**src/rtl/alu_seq.sv**
```systemverilog
// Command FIFO plus load/settle/capture sequencer wrapped around a combinational ALU.
// Optional sticky flag accumulation is enabled with `define ALU_SEQ_STICKY_FLAGS_EN.
module alu_seq #(
  parameter int DEPTH  = 4,
  parameter int SETTLE = 1
) (
  input  logic                       i_clk,
  input  logic                       i_rst_n,
  input  logic                       i_cmd_valid,
  output logic                       o_cmd_ready,
  input  logic [11:0]                i_cmd_arg0,
  input  logic [11:0]                i_cmd_arg1,
  input  logic [2:0]                 i_cmd_oper,
  output logic [11:0]                o_alu_arg0,
  output logic [11:0]                o_alu_arg1,
  output logic [2:0]                 o_alu_oper,
  input  logic [9:0]                 i_alu_result,
  input  logic [3:0]                 i_alu_flag,
  output logic                       o_rsp_valid,
  input  logic                       i_rsp_ready,
  output logic [9:0]                 o_rsp_result,
  output logic [3:0]                 o_rsp_flag,
  output logic [$clog2(DEPTH):0]     o_count,
  input  logic                       i_sticky_clr,
  output logic [3:0]                 o_flag_sticky
);

  localparam int AW = $clog2(DEPTH);
  localparam int CW = (SETTLE < 2) ? 1 : $clog2(SETTLE + 1);

  localparam logic [1:0] S_IDLE = 2'd0;
  localparam logic [1:0] S_WAIT = 2'd1;
  localparam logic [1:0] S_RESP = 2'd2;

  logic [26:0]   mem_q [DEPTH];
  logic [AW-1:0] wr_ptr_q, wr_ptr_d, rd_ptr_q, rd_ptr_d;
  logic [AW:0]   count_q, count_d;
  logic [1:0]    state_q, state_d;
  logic [CW-1:0] cnt_q, cnt_d;
  logic [11:0]   arg0_q, arg0_d, arg1_q, arg1_d;
  logic [2:0]    oper_q, oper_d;
  logic          valid_q, valid_d;
  logic [9:0]    result_q, result_d;
  logic [3:0]    flag_q, flag_d;
  logic          push, pop, capture, cmd_ready;

  assign cmd_ready = (count_q < (AW + 1)'(DEPTH));
  assign push      = i_cmd_valid && cmd_ready;
  assign pop       = (state_q == S_IDLE) && (count_q != '0);
  assign capture   = (state_q == S_WAIT) && (cnt_q == CW'(1));

  always_comb begin
    wr_ptr_d = push ? wr_ptr_q + 1'b1 : wr_ptr_q;
    rd_ptr_d = pop  ? rd_ptr_q + 1'b1 : rd_ptr_q;
    count_d  = count_q;
    if (push && !pop)      count_d = count_q + 1'b1;
    else if (pop && !push) count_d = count_q - 1'b1;
  end

  always_comb begin
    state_d  = state_q;
    cnt_d    = cnt_q;
    arg0_d   = arg0_q;
    arg1_d   = arg1_q;
    oper_d   = oper_q;
    valid_d  = valid_q;
    result_d = result_q;
    flag_d   = flag_q;
    case (state_q)
      S_IDLE: if (pop) begin
        {arg0_d, arg1_d, oper_d} = mem_q[rd_ptr_q];
        cnt_d   = CW'(SETTLE);
        state_d = S_WAIT;
      end
      S_WAIT: if (capture) begin
        result_d = i_alu_result;
        flag_d   = i_alu_flag;
        valid_d  = 1'b1;
        state_d  = S_RESP;
      end else begin
        cnt_d = cnt_q - 1'b1;
      end
      S_RESP: if (i_rsp_ready) begin
        valid_d = 1'b0;
        state_d = S_IDLE;
      end
      default: state_d = S_IDLE;
    endcase
  end

  // Storage has no reset: emptiness is tracked by the pointers and count alone.
  always_ff @(posedge i_clk) begin
    if (push) mem_q[wr_ptr_q] <= {i_cmd_arg0, i_cmd_arg1, i_cmd_oper};
  end

  always_ff @(posedge i_clk or negedge i_rst_n) begin
    if (!i_rst_n) begin
      wr_ptr_q <= '0;
      rd_ptr_q <= '0;
      count_q  <= '0;
      state_q  <= S_IDLE;
      cnt_q    <= '0;
      arg0_q   <= '0;
      arg1_q   <= '0;
      oper_q   <= '0;
      valid_q  <= 1'b0;
      result_q <= '0;
      flag_q   <= '0;
    end else begin
      wr_ptr_q <= wr_ptr_d;
      rd_ptr_q <= rd_ptr_d;
      count_q  <= count_d;
      state_q  <= state_d;
      cnt_q    <= cnt_d;
      arg0_q   <= arg0_d;
      arg1_q   <= arg1_d;
      oper_q   <= oper_d;
      valid_q  <= valid_d;
      result_q <= result_d;
      flag_q   <= flag_d;
    end
  end

`ifdef ALU_SEQ_STICKY_FLAGS_EN
  logic [3:0] sticky_q, sticky_d;

  // A clear coinciding with a capture keeps only the freshly captured flags.
  always_comb begin
    sticky_d = i_sticky_clr ? '0 : sticky_q;
    if (capture) sticky_d = sticky_d | i_alu_flag;
  end

  always_ff @(posedge i_clk or negedge i_rst_n) begin
    if (!i_rst_n) sticky_q <= '0;
    else          sticky_q <= sticky_d;
  end

  assign o_flag_sticky = sticky_q;
`else
  logic unused_sticky_clr;
  assign unused_sticky_clr = i_sticky_clr;
  assign o_flag_sticky     = '0;
`endif

  assign o_cmd_ready  = cmd_ready;
  assign o_count      = count_q;
  assign o_alu_arg0   = arg0_q;
  assign o_alu_arg1   = arg1_q;
  assign o_alu_oper   = oper_q;
  assign o_rsp_valid  = valid_q;
  assign o_rsp_result = result_q;
  assign o_rsp_flag   = flag_q;

endmodule
```
**config.mk**
```make
export PLATFORM = sky130hd
export DESIGN_NAME = alu_seq
export DESIGN_NICKNAME = d
export VERILOG_FILES = /design/src/rtl/alu_seq.sv
export SDC_FILE = /design/constraint.sdc
export NUM_CORES = 1
export LEC_CHECK = 0
export ABC_AREA = 1
export BUFFER_PORTS_ARGS = -buffer_cell sky130_fd_sc_hd__buf_2
export CAP_MARGIN = 10
export CORE_AREA = 2 2 114 127
export DETAILED_ROUTE_END_ITERATION = 10
export DIE_AREA = 0 0 116 129
export GPL_TIMING_DRIVEN = 0
export HOLD_SLACK_MARGIN = 0.15
export PLACE_DENSITY = 0.7
export SLEW_MARGIN = 25
export SYNTH_ARGS = -nofsm -noshare
export SYNTH_HDL_FRONTEND = slang
export SYNTH_SLANG_ARGS = --single-unit
```
**constraint.sdc**
```tcl
create_clock -name i_clk -period 2.66 [get_ports i_clk]
set_input_delay 0.399 -clock i_clk [delete_from_list [all_inputs] [get_ports i_clk]]
set_output_delay 0.399 -clock i_clk [all_outputs]
set_load 0.005 [all_outputs]
```
# Yosys cells after proc, flatten, opt, wreduce, memory -nomap -nowiden
# Memory sizes are Yosys's and may differ from the RTL's. A register that Yosys moved wholly into a read port is not among the register bits.
# Cells that the tools add are included.
totals:
  register_bits: 25
  out_inout_bits: 50
  mem_bits_ro: 0
  mem_bits_rw: 108
  elab_cells: 53
  memories: 1
  latchBits: 0
classes:
  eq_ne: 6
  n_addsub: 5
  bitwise_logic: 0
  reduce_logical: 18
  shifts: 0
  multipliers: 0
  muxes: 14
  div: 0
  magnitude_cmp: 1
memory_table:
  columns: ["memory", "words", "word_bits", "rd", "rd_clocked_by_memory_dff", "write_ports", "line_no", "text"]
  rows:
  - ["mem_q", 4, 27, 1, 1, 1, "35", "logic [26:0] mem_q [DEPTH];"]
ops:
  columns: ["op", "count"]
  rows:
  - ["$reduce_and A3 Y1", 3]
  - ["$ne A2 B2 Y1 const B", 4]
  - ["$mux W1", 6]
  - ["$mux W2", 3]
  - ["$mux W3", 2]
  - ["$pmux W2 S3", 1]
  - ["$reduce_bool A2 Y1", 3]
  - ["$logic_and A1 B1 Y1", 5]
  - ["$add A2 B1 Y2 const B", 2]
  - ["$pmux W1 S2", 2]
  - ["$reduce_and A2 Y1", 2]
  - ["$add A3 B1 Y3 const B", 1]
  - ["$logic_not A1 Y1", 3]
  - ["$lt A3 B3 Y1 const B", 1]
  - ["$reduce_bool A3 Y1", 1]
  - ["$sub A3 B1 Y3 const B", 1]
  - ["$eq A2 B1 Y1 const B", 1]
  - ["$eq A2 B2 Y1 const B", 1]
  - ["$logic_not A2 Y1", 1]
  - ["$sub A1 B1 Y1 const B", 1]

# Longest topological paths before layout
# Gate-level depths: netlist (run 1).
depth:
  depth_word: 6
  mapped_depth: 11
  ltp_nobuf: 10

# Least setup slack after synthesis (run 1)
# Ideal clock, no wire load.
synth_timing:
  path_kind: "flip-flop to flip-flop"
  start: "reg wr_ptr_q[0]"
  end: "mem mem_q[2][0], enable pin"
  n_path_buf: 0
  path_slack_ns: 0.435
  path_stages_with_launch: 5
  t_arrival_ns: 1.814
  setup_ns: 0.411
  cell_sequence: "dfrtp_1 inv_1 ha_1 inv_1 nor2_1"
synth_rtl:
  columns: ["item", "line_no", "text"]
  rows:
  - ["start: declaration", "36", "logic [AW-1:0] wr_ptr_q, wr_ptr_d, rd_ptr_q, rd_ptr_d;"]
  - ["start signal: assignment", "110", "wr_ptr_q <= wr_ptr_d;"]
  - ["end: declaration", "35", null]
# Straight into the memory's write port.

# Final worst setup path (run 1)
layout_timing:
  start: "reg count_q[2] (netlist: o_count[2])"
  end: "reg count_q[2] (netlist: o_count[2])"
layout_between:
  elab_chain_cells: 5
  elab_cells_between_ends: 13
layout_lines:
  columns: ["item", "line_no", "text"]
  rows:
  - ["start: declaration", "37", "logic [AW:0] count_q, count_d;"]
  - ["start signal: assignment", "112", "count_q <= count_d;"]
  - ["$lt A3 B3 Y1 *", "47", "assign cmd_ready = (count_q < (AW + 1)'(DEPTH));"]
  - ["$logic_and A1 B1 Y1 *", "48", "assign push = i_cmd_valid && cmd_ready;"]
  - ["via push", "45", "logic push, pop, capture, cmd_ready;"]
  - ["$logic_not A1 Y1", "57", "else if (pop && !push) count_d = count_q - 1'b1;"]
  - ["$logic_and A1 B1 Y1", "57", null]
  - ["$reduce_bool A2 Y1 (no source line)", null, null]
# Mark *: on every way through the listed nets, which the timed path passes. The rest lies on a longest branch. The select of a mux whose other input is x is not followed.
# A chain may end at the register's enable or synchronous reset.

==> results of run 1 <==
-- layout make-up --
type                       instances  area [µm²]  area share (%)
tap                              188         235            2.86
timing repair buffer              95         573            6.97
sequential                       160        4540            55.2
clock inverter                     6         154            1.87
buffer                            29         206            2.51
clock buffer                      26         479            5.83
multi-input combinational        356        1570            19.0
inverter                         123         467            5.67
-- power by group through the flow --
stage / Sequential (µW) / Combinational [µW] / Clock [µW]
6_report: 3600 / 3360 / 2600
4_1_cts: 3600 / 3400 / 2640
2_1_floorplan: 3670 / 2080 / 0
5_1_grt: 3670 / 3790 / 2750
3_5_place_dp: 3650 / 3370 / 0
3_3_place_gp: 3630 / 3160 / 0
-- logic make-up (layout without fill, tap and decap cells) --
| kind of cell | count (synthesis) | after routing | share of synthesized area (%) |
|---|---|---|---|
| other | 1 | 4 | 0.0556 |
| buffers and inverters | 152 | 279 | 9.98 |
| AOI/OAI and AO/OA | 4 | 4 | 0.334 |
| xor gates and xnor gates | 5 | 5 | 0.650 |
| adders and majority gates | 6 | 6 | 1.22 |
| and+or+nand+nor | 337 | 337 | 20.4 |
| DFF | 160 | 160 | 67.4 |
-- metal layers --
metal	track usage (%)	vias up	share of wire, %
met5	0	-	0
met4	9.38	0	1.8
met3	5.51	22	6.2
met2	34.7	165	51
met1	24.6	2246	41
li1	-	2290	-
-- final timing paths --
path	start	to	slack [ps]
worst max-delay path	o_count[2]	o_count[2]	560
worst min-delay path	i_cmd_oper[2]	mem_q[0][2]	180
worst max register to register	o_count[2]	o_count[2]	560
worst min register to register	o_rsp_flag[0]	o_rsp_flag[0]	470
max in group asynchronous	i_rst_n	o_alu_arg0[0]	1600
min in group asynchronous	i_rst_n	o_alu_arg0[3]	570
-- synth_stat cells, types with 5 or more instances --
| cell type | number |
|---|---|
| dfrtp_1 | 52 |
| buf_4 | 14 |
| nand2_1 | 257 |
| nor2_1 | 6 |
| ha_1 | 5 |
| inv_1 | 119 |
| edfxtp_1 | 108 |
| nand3_1 | 70 |
| buf_2 | 9 |
-- timing repair --
action | CTS | global route
setup buffers | 0 | 0
hold buffers | 1 | 0
hold endpoints to repair | 52 | 0
-- registers in the layout (all words and copies together), names as in the netlist --
| name | count |
|---|---|
| o_rsp_flag | 4 |
| o_rsp_valid | 1 |
| o_rsp_result | 10 |
| o_alu_arg0 | 12 |
| wr_ptr_q | 2 |
| o_alu_arg1 | 12 |
| mem_q | 108 |
| cnt_q | 1 |
| state_q | 2 |
| rd_ptr_q | 2 |
| o_count | 3 |
| o_alu_oper | 3 |
-- stage by stage --
| stage | utilization (%) | instances |
|---|---|---|
| final | 60.4 | 983 |
| after CTS | 60.4 | 983 |
| after global placement | 54.6 | 946 |
| after floorplan | - | 668 |
| after global routing | 60.4 | 983 |
| after detailed placement | 55.6 | 950 |
==> results by stage, run 1 <==
Timing:
- Setup repair after global routing left no endpoint under its margin.
- For the finished layout, the period the worst path requires is 2100 ps.
- Across all setup checks in the final design, the least slack found is 557 ps.
- The final-layout setup total negative slack is 0 ps.
- The max-slew violation total from the final report was 0.
- The share of the cycle needed by the critical path after routing is 79.1%.
- The maximum clock rate is ~0.48 GHz.
- The number of failing hold endpoints at the final stage was 0.
- Across all hold checks on the routed design, the worst slack comes to 184 ps.
- For the pin with the worst max-slew slack, the measured transition is 714 ps.
- The number of setup violations in the final report is 0.
- The relative slew slack is 52.4%.
- Across the routed clock network, the largest skew measured is ~5.6 ps.

Global route:
- The via count of the first global-routing pass was 4826.
- Entering global routing, the biggest net connects 53 pins.
- The first global-routing pass estimated 22900 µm of wire.
- The all-layer global routing usage is 20.5%.
- The initial antenna violation count is 0.
- The global route total overflow is 0.

Yosys:
- The number of different library cells in the post-synthesis netlist is 25.
- The post-synthesis cell area is between 6000 and 7000 µm².
- Of all flip-flops after synthesis, the portion carrying an async set or reset was 32.5%.
- The synthesis-stage register bit count is 160.
- By area the synthesized netlist is led by edfxtp_1 48%, dfrtp_1 19%, nand2_1 14%.
- The cell taking the most area after synthesis is edfxtp_1.
- Among all flip-flop cells after synthesis, the most frequent one is edfxtp_1.
- The share of synthesized area in the top cell type comes to 48.1%.
- In this run the mean area of a mapped cell was 10.1 µm².
- Summing the sequential cell areas from Yosys gives 67.4% of the chip area.
- Synthesis produced a netlist whose cell count is 665.
- Counting flops with a built-in enable in the synthesized netlist gives approximately 110.
- The count of warnings emitted by yosys is 0.

Critical path:
- The worst stage delay on the critical path is 380 ps.
- Along the worst path, the maximum fanout reaches 6.
- The endpoint class of the critical path is a register.
- On the critical path the largest part of the delay comes from adder cells.
- Counting buffers and inverters, the worst setup path is 9 cells deep.
- The slowest cell on the critical path is fa_1.
- The number of buffers and inverters on the critical path is 3.
- STA classifies the critical path startpoint as a register.
- By instance count, the cell type seen most on the critical path is inv_1.
- Data on the critical path is required at its endpoint by between 2000 and 3000 ps.
- Data arrives at the worst endpoint at between 2000 and 2500 ps.
- The critical path is of the reg -> reg type.
- The number of cells traversed by the worst register-to-register path is 9.
- The critical path goes through inv_1, nand2_1, inv_1, ha_1, inv_1, fa_1, nand2_1, nand3_1, xor2_1.

Floorplan:
- The die extent in y is roughly 130 µm.
- In this run the standard cell core region covers 13600 µm².
- The die width is 116 µm.
- Pin placement for this block handled 96 I/O pins.
- The die footprint is about 15000 µm².
- The initial utilization of the core area, before any placement, comes to between 40% and 50%.
- After floorplanning, the core was divided into 45 placement rows.

Pwr:
- The internal portion of total power is ~6300 µW.
- The clock group share of total power is between 20 and 30%.
- In this run, the combinational gates consume approximately a third of the power.
- The total power divided by cell area is 1160 nW/µm².
- The switching share of power is about a third.
- The analysis attributes to cell leakage a power of 0.00406 µW.
- The net switching component of the power is about 3300 µW.
- Per report_power, the sequential group accounts for between 30% and 40% of the total.
- The worst supply voltage drop on vdd is 0.648 mV.
- Summing internal, switching and leakage power gives around 9600 µW.

Layout:
- The number of nets in the layout is roughly 830.
- With fillers left out, the area of the finished cells amounts to 8230 µm².
- In the layout the commonest cells are 257 x nand2_1, 119 x inv_1, 108 x edfxtp_1.
- The layout-stage area growth over the synthesis result is 22.0%.
- Leaving out fill and tap cells, the most frequent cell in the layout is nand2_1.
- The number of inserted filler cells in the final layout is between 1k and 1.5k.
- The fraction of final layout cells sized beyond drive strength 1 is 19.7%.
- The count of inserted antenna diode cells is 0.

Placed design:
- Once placement finished, the instance area stood at 7580 µm².
- The post-placement setup slack is roughly 570 ps.
- The count of input and output buffers is 90.
- The placer's final routability congestion estimate is 0.754.
- After legalization and detailed placement, the total HPWL measured 9330 µm.

Clock tree:
- The CTS sink count is between 150 and 200.
- The CTS tree is yes.
- The number of clock buffers inserted by TritonCTS is 17.
- The level count of the clock H-tree is 4.
- Clock-pin slew was measured on the worst setup and hold paths at 60 ps.
- The count of cells resized by post-cts repair is 0.
- The clock insertion delay at the later pin of the skew report is 430 ps.
- The clock passes through at most 2 buffers.
- The root buffer selected by CTS is clkbuf_16.

Routing:
- The iteration count of the initial detailed-routing pass is 7.
- The routed layout has 4723 vias.
- The number of antenna-violating nets in the routed design is 0.
- In the routed design, unresolved DRC markers number 0.
- After detailed routing, the number of vias per cell comes to 4.80.
- The total routed wirelength is 14400 µm.
- After detailed routing, the average wire length per cell comes to 14.6 µm.
- The number of DRC markers after the initial detailed-route iteration is just over 300.

Flow run:
- The number of maximum-capacitance violations is 0.

Min path:
- The hold-critical path depth is 1.
- The tightest min-delay check is of the in -> reg type.

Status:
- The run finished with clean final reports.
No activity file was read; power rests on OpenSTA's default activity.
==> inputs of run 2 (changes only) <==
- PLACE_DENSITY: 0.7 -> 0.73
- clock period: 2.66 -> 1.7 ns (I/O delays scaled with it)
==> run 2 against run 1 <==
Via count increased by 5.8%. Combinational power is 70% higher. Clock power is 48% higher. Die area stayed put. Count of clock-buffer cells in the layout decreased by 9. Critical path depth grew 1. Power up 59%. Highest routed layer unchanged. Register-to-register slack got worse by 530 ps. Sequential cell count did not move. Clock skew rose by 3.7 ps. Setup slack worse by 530 ps. First-iteration DRC count is 18% higher.
==> results by stage, run 2 (synthesis gave the netlist of run 1 again) <==
Critical path:
- The slowest cell on the critical path is dfrtp_1.
- For the worst setup path, the data arrival time is between 2000 and 2500 ps.
- The critical path in this run is classified as reg -> reg.
- The startpoint class of the critical path is a register.
- On the worst path, the slowest cell contributes a delay of 390 ps.
- For the worst setup path, the data required time is 2050 ps.
- Along the worst path, the maximum fanout reaches 4.
- The most numerous cell type found on the critical path is inv_2.
- The endpoint class of the critical path is a register.
- Walking the worst path, the cells encountered are inv_2, nand2_2, nand2_4, ha_4, inv_2, fa_2, inv_1, nand2_1, nand3_2, xor2_1.

Layout:
- In the layout the commonest cells are 254 x nand2_1, 116 x inv_1, 108 x edfxtp_1.
- The fraction of final layout cells sized beyond drive strength 1 is 22.1%.
- The number of flip-flops in the largest register is 108.
- The layout-stage area growth over the synthesis result is 30.4%.
- The most flop-heavy register is mem_q.
- The final layout contains 888 nets.
- Leaving out fill and tap cells, the most frequent cell in the layout is nand2_1.
- The repair_antennas step left the layout with diodes totalling 0.

Global route:
- The via count of the first global-routing pass came to 4971.
- The all-layer global routing usage is a little over a fifth.
- The wire length of the first global-routing pass is between 20000 and 25000 µm.
- Entering global routing, the biggest net connects 53 pins.
- The initial antenna violation count is 0.
- The total overflow left after global routing is 0.

Status:
- The run finished with clean final reports.

Floorplan:
- The die extent in y is 129 µm.
- The floorplan step defined a die boundary enclosing 15000 µm².
- The total area inside the core boundary comes to between 10000 and 15000 µm².
- The die width is ~120 µm.
- The effective utilization at floorplan is 49.5%.
- For this design the top-level I/O count stands at 96.
- After floorplanning, the core was divided into 45 placement rows.

Clock tree:
- The root buffer selected by CTS is clkbuf_16.
- The number of buffers on the longest clock path is 2.
- Clock tree synthesis found a total of 160 sinks.
- At the later pin of the worst-skew pair, clock insertion delay measures between 400 and 500 ps.
- TritonCTS built the clock tree.
- The number of clock buffers inserted by TritonCTS is 17.
- The level count of the clock H-tree is 4.
- The clock edge transition at the registers on the reported setup and hold paths is 60 ps.

Timing:
- The final-layout worst hold slack is 248 ps.
- Adding up every negative setup slack in the final design gives 0 ps.
- On the final layout, the worst clock skew is 9.33 ps.
- The worst path needs 1670 ps of the cycle, external delays included.
- The share of the cycle needed by the critical path after routing is 98.4%.
- The worst pin sits at a relative slew slack of between 50% and 60%.
- The number of failing hold endpoints at the final stage is 0.
- The max-slew violation total from the final report came to 0.
- The number of setup violations in the final report is 0.
- The slew at the pin closest to its max-slew limit is 673 ps.
- Timing would allow up to 0.598 GHz.

Pwr:
- The design draws 15200 µW.
- The total power divided by cell area is 1730 nW/µm².
- For this design the static power due to leakage is roughly 0.0043 µW.
- The worst supply voltage drop on vdd is about 0.9 mV.

Routing:
- The final route contains 4996 vias.
- The total routed wirelength is roughly 15000 µm.
- The iteration count of the initial detailed-routing pass is 5.
- The average via count per standard cell is between 4 and 5.
- In the routed design, unresolved DRC markers number 0.
- The count of nets left with antenna violations once routing finished came out at 0.
- The first routing iteration left 360 violations.
- Dividing the detail-routed wire length by the instance count gives 14.6 µm.

Placed design:
- Port buffering added 90 buffers.
- Routability-driven placement finished with a final weighted congestion of 0.745.
- Once detailed placement completed, the half-perimeter wirelength came to 9090 µm.

Flow run:
- The number of maximum-capacitance violations is 0.

Min path:
- The worst min-delay path class is in -> reg.
## run 2: cell types whose count changed in the layout (fill, tap and decap cells not counted), moves of 5 or more
cell,delta
dlygate4sd3_1,+42
buf_4,+9
clkbuf_1,-7
clkinv_4,+5
## run 2: path summary, 6_finish.rpt
kind                            startpoint               to  slack [ps]  cells past startpoint
max                             o_count[2]       o_count[2]          30                     10
min in group asynchronous          i_rst_n    o_rsp_flag[3]         420                      2
max reg2reg                     o_count[2]       o_count[2]          30                     10
min                            i_cmd_valid      wr_ptr_q[0]         250                      4
min reg2reg                o_rsp_result[4]  o_rsp_result[4]         470                      2
max in group asynchronous          i_rst_n       state_q[1]         810                      2
## run 2: repair_timing
item                                    in CTS  in global routing
buffers inserted                             7                  6
endpoints found under the hold margin      176                  0
hold buffers                                43                  0
pin swaps                                    4                  2
gates cloned                                 0                  0
gates resized for setup                      4                  8
endpoints found under the setup margin      62                  2
## run 2: worst max-delay path, delay by kind of cell (launching register included)
family	cells	cell delay (ps)
fa+ha+maj	2	490
buf+inv	3	270
xor+xnor	1	140
flops	1	390
simple gates	4	320
## run 2: final cells by class
type | count | area, µm²
clock inverter | 15 | 176
multi-input combinational | 356 | 1620
clock buffer | 17 | 425
buffer | 28 | 199
fill | 1010 | 4830
sequential | 160 | 4550
tap | 188 | 235
inverter | 123 | 469
timing repair buffer | 150 | 1130
## run 2: stage by stage
step	setup WS [ps]	std cells	util [%]	instance area, µm²
2_1_floorplan	-126	668	-	6780
3_3_place_gp	-709	946	54.8	7470
3_5_place_dp	-274	950	55.8	7600
4_1_cts	-28.8	1031	64.0	8720
5_1_grt	-31.2	1037	64.5	8790
6_report	27.1	1037	64.5	8790
## run 2: per-layer routing
layer	vias up	GRT usage, %	routed length [µm]
met5	-	0	0
met4	0	11.0	356
met3	36	5.09	903
met2	198	36.6	7950
met1	2367	23.4	5920
li1	2395	-	-
## run 2: where the power goes
part	total (µW)	switching, µW	internal, µW
clock network	3840	1630	2210
registers	5660	448	5210
logic	5720	3470	2250
